==> src/rtl/hqc_common_pkg.sv <==
// Shared HQC definitions: arbiter state encoding and the N / memory-depth
// derivation used by the adder, its memories and the arbiter.
package hqc_common_pkg;

   typedef enum logic [1:0] {
      ST_IDLE  = 2'd0,
      ST_START = 2'd1,
      ST_BUSY  = 2'd2,
      ST_DONE  = 2'd3
   } arb_state_t;

   function automatic int hqc_n(input string ps);
      if (ps == "hqc192") return 35851;
      if (ps == "hqc256") return 57637;
      return 17669;
   endfunction

   // Words per memory: N padded up to a whole number of WIDTH-bit words.
   function automatic int hqc_depth(input string ps, input int width);
      return (hqc_n(ps) + width - 1) / width;
   endfunction

endpackage

==> src/rtl/xor_adder_arbiter_rr_pick.sv <==
// Cyclic priority encoder: first set request at or after rr_ptr, wrapping
// around, returned both one-hot and as an index.
module rr_pick #(
   parameter int NUM_REQ = 2,
   parameter int LOG_REQ = 1
) (
   input  logic [NUM_REQ-1:0] req,
   input  logic [LOG_REQ-1:0] rr_ptr,
   output logic [NUM_REQ-1:0] onehot,
   output logic [LOG_REQ-1:0] index,
   output logic               valid
);

   always_comb begin
      int   idx;
      logic found;
      // NOTE: every output gets a default before the loop so no path leaves
      // a value unassigned, which would otherwise infer a latch.
      idx    = 0;
      found  = 1'b0;
      onehot = '0;
      index  = '0;
      for (int off = 0; off < NUM_REQ; off++) begin
         idx = int'(rr_ptr) + off;
         if (idx >= NUM_REQ) idx = idx - NUM_REQ;
         if (!found && req[LOG_REQ'(idx)]) begin
            found                 = 1'b1;
            onehot[LOG_REQ'(idx)] = 1'b1;
            index                 = LOG_REQ'(idx);
         end
      end
      valid = found;
   end

endmodule

==> src/rtl/xor_adder_arbiter.sv <==
// Round-robin owner of one shared xor_based_adder: grants a requester, pulses
// the adder start, steers its memory ports and returns a per-requester done.
module xor_adder_arbiter
   import hqc_common_pkg::*;
#(
   parameter string parameter_set = "hqc128",
   parameter int    WIDTH         = 128,
   parameter int    NUM_REQ       = 2,
   parameter int    DEPTH         = hqc_depth(parameter_set, WIDTH),
   parameter int    LOG_DEPTH     = $clog2(DEPTH),
   parameter int    LOG_REQ       = (NUM_REQ > 2) ? $clog2(NUM_REQ) : 1
) (
   input  logic                       clk,
   input  logic                       rst,
   input  logic [NUM_REQ-1:0]         req,
   output logic [NUM_REQ-1:0]         grant,
   output logic [NUM_REQ-1:0]         req_done,
   output logic                       busy,
   input  logic [NUM_REQ*WIDTH-1:0]   req_in_1,
   input  logic [NUM_REQ*WIDTH-1:0]   req_in_2,
   output logic [LOG_DEPTH-1:0]       req_rd_addr,
   output logic [NUM_REQ-1:0]         req_rd_en,
   output logic [WIDTH-1:0]           req_wr_data,
   output logic [LOG_DEPTH-1:0]       req_wr_addr,
   output logic [NUM_REQ-1:0]         req_wr_en,
   output logic                       adder_start,
   output logic [WIDTH-1:0]           adder_in_1,
   output logic [WIDTH-1:0]           adder_in_2,
   input  logic [LOG_DEPTH-1:0]       adder_in_addr,
   input  logic                       adder_in_rd_en,
   input  logic [WIDTH-1:0]           adder_out,
   input  logic [LOG_DEPTH-1:0]       adder_out_addr,
   input  logic                       adder_out_valid,
   input  logic                       adder_done
);

   arb_state_t         state;
   logic [LOG_REQ-1:0] owner;
   logic [LOG_REQ-1:0] rr_ptr;
   logic [NUM_REQ-1:0] pick_onehot;
   logic [LOG_REQ-1:0] pick_index;
   logic               pick_valid;

   rr_pick #(
      .NUM_REQ (NUM_REQ),
      .LOG_REQ (LOG_REQ)
   ) u_rr_pick (
      .req    (req),
      .rr_ptr (rr_ptr),
      .onehot (pick_onehot),
      .index  (pick_index),
      .valid  (pick_valid)
   );

   // NOTE: reset is synchronous and all state uses non-blocking assignments,
   // so every register updates from pre-edge values regardless of order.
   always_ff @(posedge clk) begin
      if (rst) begin
         state       <= ST_IDLE;
         grant       <= '0;
         req_done    <= '0;
         adder_start <= 1'b0;
         busy        <= 1'b0;
         owner       <= '0;
         rr_ptr      <= '0;
      end else begin
         case (state)
            ST_IDLE: begin
               if (pick_valid) begin
                  grant       <= pick_onehot;
                  owner       <= pick_index;
                  adder_start <= 1'b1;
                  busy        <= 1'b1;
                  state       <= ST_START;
               end
            end
            // adder_done seen while leaving START belongs to no operation.
            ST_START: begin
               adder_start <= 1'b0;
               state       <= ST_BUSY;
            end
            ST_BUSY: begin
               if (adder_done) begin
                  req_done[owner] <= 1'b1;
                  state           <= ST_DONE;
               end
            end
            ST_DONE: begin
               req_done <= '0;
               grant    <= '0;
               busy     <= 1'b0;
               rr_ptr   <= (owner == LOG_REQ'(NUM_REQ - 1)) ? '0 : owner + LOG_REQ'(1);
               state    <= ST_IDLE;
            end
            default: state <= ST_IDLE;
         endcase
      end
   end

   // Operand mux follows the registered owner; idle drives zeros.
   always_comb begin
      adder_in_1 = '0;
      adder_in_2 = '0;
      if (state != ST_IDLE) begin
         for (int i = 0; i < NUM_REQ; i++) begin
            if (owner == LOG_REQ'(i)) begin
               adder_in_1 = req_in_1[i*WIDTH +: WIDTH];
               adder_in_2 = req_in_2[i*WIDTH +: WIDTH];
            end
         end
      end
   end

   // grant is all-zero in IDLE, so gating by it also blanks idle enables.
   assign req_rd_addr = adder_in_addr;
   assign req_rd_en   = {NUM_REQ{adder_in_rd_en}} & grant;
   assign req_wr_data = adder_out;
   assign req_wr_addr = adder_out_addr;
   assign req_wr_en   = {NUM_REQ{adder_out_valid}} & grant;

endmodule

==> config.mk <==
export PLATFORM = sky130hd
export DESIGN_NAME = xor_adder_arbiter
export DESIGN_NICKNAME = d
export VERILOG_FILES = /design/src/rtl/hqc_common_pkg.sv /design/src/rtl/xor_adder_arbiter_rr_pick.sv /design/src/rtl/xor_adder_arbiter.sv
export SDC_FILE = /design/constraint.sdc
export NUM_CORES = 1
export LEC_CHECK = 0
export CORE_AREA = 2 2 416 418
export DETAILED_ROUTE_END_ITERATION = 10
export DIE_AREA = 0 0 418 420
export GPL_TIMING_DRIVEN = 1
export PLACE_DENSITY = 0.3
export SYNTH_ARGS = -nofsm -noshare
export SYNTH_HDL_FRONTEND = slang
export SYNTH_SLANG_ARGS = --single-unit
==> constraint.sdc <==
create_clock -name clk -period 3.9 [get_ports clk]
set_input_delay 0.585 -clock clk [delete_from_list [all_inputs] [get_ports clk]]
set_output_delay 0.585 -clock clk [all_outputs]
set_load 0.01 [all_outputs]
==> metrics.txt <==
Area Overhead vs Synth=168%; Clock Tree Buf Depth=2; Reg2Reg Capture Point=grant[0]$_SDFFE_PP0P_; root buffer cell=clkbuf_16; Worst Hold End=adder_start$_SDFFE_PP0P_; total clock sinks=9; Routed WL=between 90000 and 100000 um; hold_buf cts=0; # IOs=approximately 1100; run status=complete, no violations; cell accounting for the most synthesized area=mux2i_1; crit-path max FO=1; total track usage=0.0989; Max Clock Freq=301 MHz; PwrDens=426 nW/um2; clock transition at the registers of the reported paths=approximately 0.040 ns; layout cells sized above 1=0.0339; Wirelength per Cell=between 20 and 30 um; Via density=roughly 2.2; critical path class=input pin to output pin; Hold Crit Start=adder_start$_SDFFE_PP0P_; HPWL Detailed=about 88000 um; top-count cell post-synth=nor2_1; Post-Syn Instances=just under 800; final count of pins violating max slew=0; #FFs+latches synth=9; row cnt=152; Fin. Hold Viols=0; setup_tns=0 ns; top area cells in the synthesized netlist=mux2i_1 (46%), buf_4 (20%), nor2_1 (17%); NumNets Final=just over 2000; R2R cell count=7; DIE AREA=around 180000 um2; R2R Path Start=state[1]$_SDFFE_PP0P_; Post-CTS Setup Inserts=0; Avg Synthesized Cell Area=7.32 um2; worst vdd ir=0.000289 V; CTS resizes=0; Slew HR=0.456; fin crit share=0.851; total CTS buffers=3; hold crit path type=flop to flop; GPL Wtd Cong=0.790; Post-synth top flop=dfxtp_1; non-filler cells in the finished layout=between 3000 and 4000; GRT overflow=0; TritonCTS clock tree=built; vias in the first global route=~7700; Final ANT Viol Nets=0; Slew @ Worst Pin=slightly above 0.8 ns; area post-placement=between 15000 and 20000 um2; dpl cells=3617; Crit. End Element=output pin; initial core utilization=0.0331; height of the die=about 420 um; drt drc=0; crit-path leading delay family=buffers and inverters; Worst Path Arrival=roughly 2.7 ns; die width=between 400 and 500 um; Clock Latency Late Sink=roughly 0.24 ns; Leak Pwr=roughly 4.4 nW; CP dominant cell by count=clkdlybuf4s50_1; drt pass-1 iters=4; cells along the critical path=clkdlybuf4s50_1, mux2i_1, nor2_1, clkdlybuf4s50_1; H-tree levels=1; Core Region=between 150000 and 200000 um2; drt initial violations=between 200 and 300; max cap viols=0; register area share after synthesis=0.0319; buffers and inverters on the worst path=2; Ys Warns=0; Critical Path RT=~3.3 ns; Via Count=7901; Slowest Stage Delay on Critical Path=a little under 0.8 ns; initial antenna violation count=64; cell area after synthesis=between 5000 and 6000 um2; Post-synth ARST share=0; r2r setup slk=approximately 1.9 ns; count of cell types in the netlist=27; slowest CP cell=clkdlybuf4s50_1; largest net degree at the start of global routing=57; RSZ-0062 raised after global routing=false; I/O Buffers=780; post-route cell area=roughly 15000 um2; Fin Clk Skew=between 0.002 and 0.0025 ns; final hold slack=0.484 ns; crit path launch type=input pin; first-pass GRT wire length=108000 um; synth cell count leaders=nor2_1 (260), mux2i_1 (257), buf_4 (152); EDFF count, synth=0; minimum clock period=around 3.3 ns; Synth top area share=0.455; Setup violations, final=0; Hold Path Stages=2
## cell usage in the layout, fill, tap and decap left out
cell type / count
a211oi_1: 2
a21o_1: 1
a21oi_1: 7
and2_1: 2
and2b_1: 1
buf_12: 11
buf_4: 28
clkbuf_16: 3
clkdlybuf4s50_1: 777
clkinv_2: 1
conb_1: 3
dfxtp_1: 8
dfxtp_4: 1
diode_2: 5
ha_1: 5
ha_4: 1
inv_1: 5
mux2_2: 1
mux2_4: 1
mux2i_1: 257
nand2_1: 2
nand2b_1: 2
nand3_1: 3
nor2_1: 260
nor2b_1: 3
o21ai_0: 1
o22ai_1: 1
or3b_1: 1
## flip-flops by register name (all words and copies together), names as in the netlist
| name | cells |
|---|---|
| grant | 1 |
| owner | 1 |
| adder_start | 1 |
| rr_ptr | 1 |
| req_done | 2 |
| busy | 1 |
| state | 2 |
## worst max-delay path by stage
| stage | from | end | slack (ns) | cells past startpoint |
|---|---|---|---|---|
| after floorplan | state[0]$_SDFFE_PP0P_ | adder_in_1[0] | 2.00 | 6 |
| after global placement | req_in_2[132] | adder_in_2[4] | 0.70 | 4 |
| after detailed placement | req_in_2[132] | adder_in_2[4] | 0.71 | 4 |
| after CTS | state[0]$_SDFFE_PP0P_ | adder_in_2[102] | 0.66 | 6 |
| after global routing | owner$_SDFFE_PP0P_ | adder_in_1[68] | 0.60 | 6 |
| final | req_in_2[132] | adder_in_2[4] | 0.58 | 4 |
## worst register-to-register path, delay by kind of cell (launching register included)
kind                     cells  cell delay [ns]
flip-flops                   1             0.34
adder cells (fa/ha/maj)      1             0.34
AO/OA/AOI/OAI                1             0.14
AND/OR/NAND/NOR              1             0.13
multiplexers                 1             0.34
buffers and inverters        3             0.70
## final cells by class
cell class | count | area, um2
Sequential cell | 9 | 184
Inverter | 5 | 18.8
Tap cell | 2233 | 2790
Clock inverter | 1 | 5.00
Timing Repair Buffer | 816 | 8210
Clock buffer | 3 | 75.1
Fill cell | 19900 | 156000
Antenna cell | 5 | 12.5
Multi-Input combinational cell | 554 | 3820
## routing by layer
layer | part of all wire | GRT usage
met1 | 0.33 | 0.0986
met2 | 0.48 | 0.167
met3 | 0.17 | 0.0750
met4 | 0.017 | 0.0110
met5 | 0.0070 | 0.00750
## logic make-up after synthesis
| family | count (synthesis) | synth area share |
|---|---|---|
| AOI/OAI and AO/OA | 12 | 0.0122 |
| adders and majority gates | 6 | 0.0133 |
| buffers and inverters | 211 | 0.295 |
| DFF | 9 | 0.0319 |
| muxes | 259 | 0.460 |
| other | 1 | 0.000663 |
| and+or+nand+nor | 274 | 0.187 |
## power breakdown
part	switching, W	internal [W]	total, W
Combinational	0.00327	0.00284	0.00611
Sequential	0.0000365	0.000121	0.000158
Clock	0.0000482	0.000135	0.000184
## per-stage QoR
stage | utilization | setup slack, ns | total power (W)
global route | 0.0884 | 0.602 | 0.00688
finish | 0.0884 | 0.580 | 0.00645
global placement | 0.0879 | 0.704 | 0.00659
detailed placement | 0.0879 | 0.705 | 0.00654
floorplan | - | 2.00 | 0.00233
CTS | 0.0884 | 0.663 | 0.00677
Note: power is estimated with default switching activity, not from simulation.
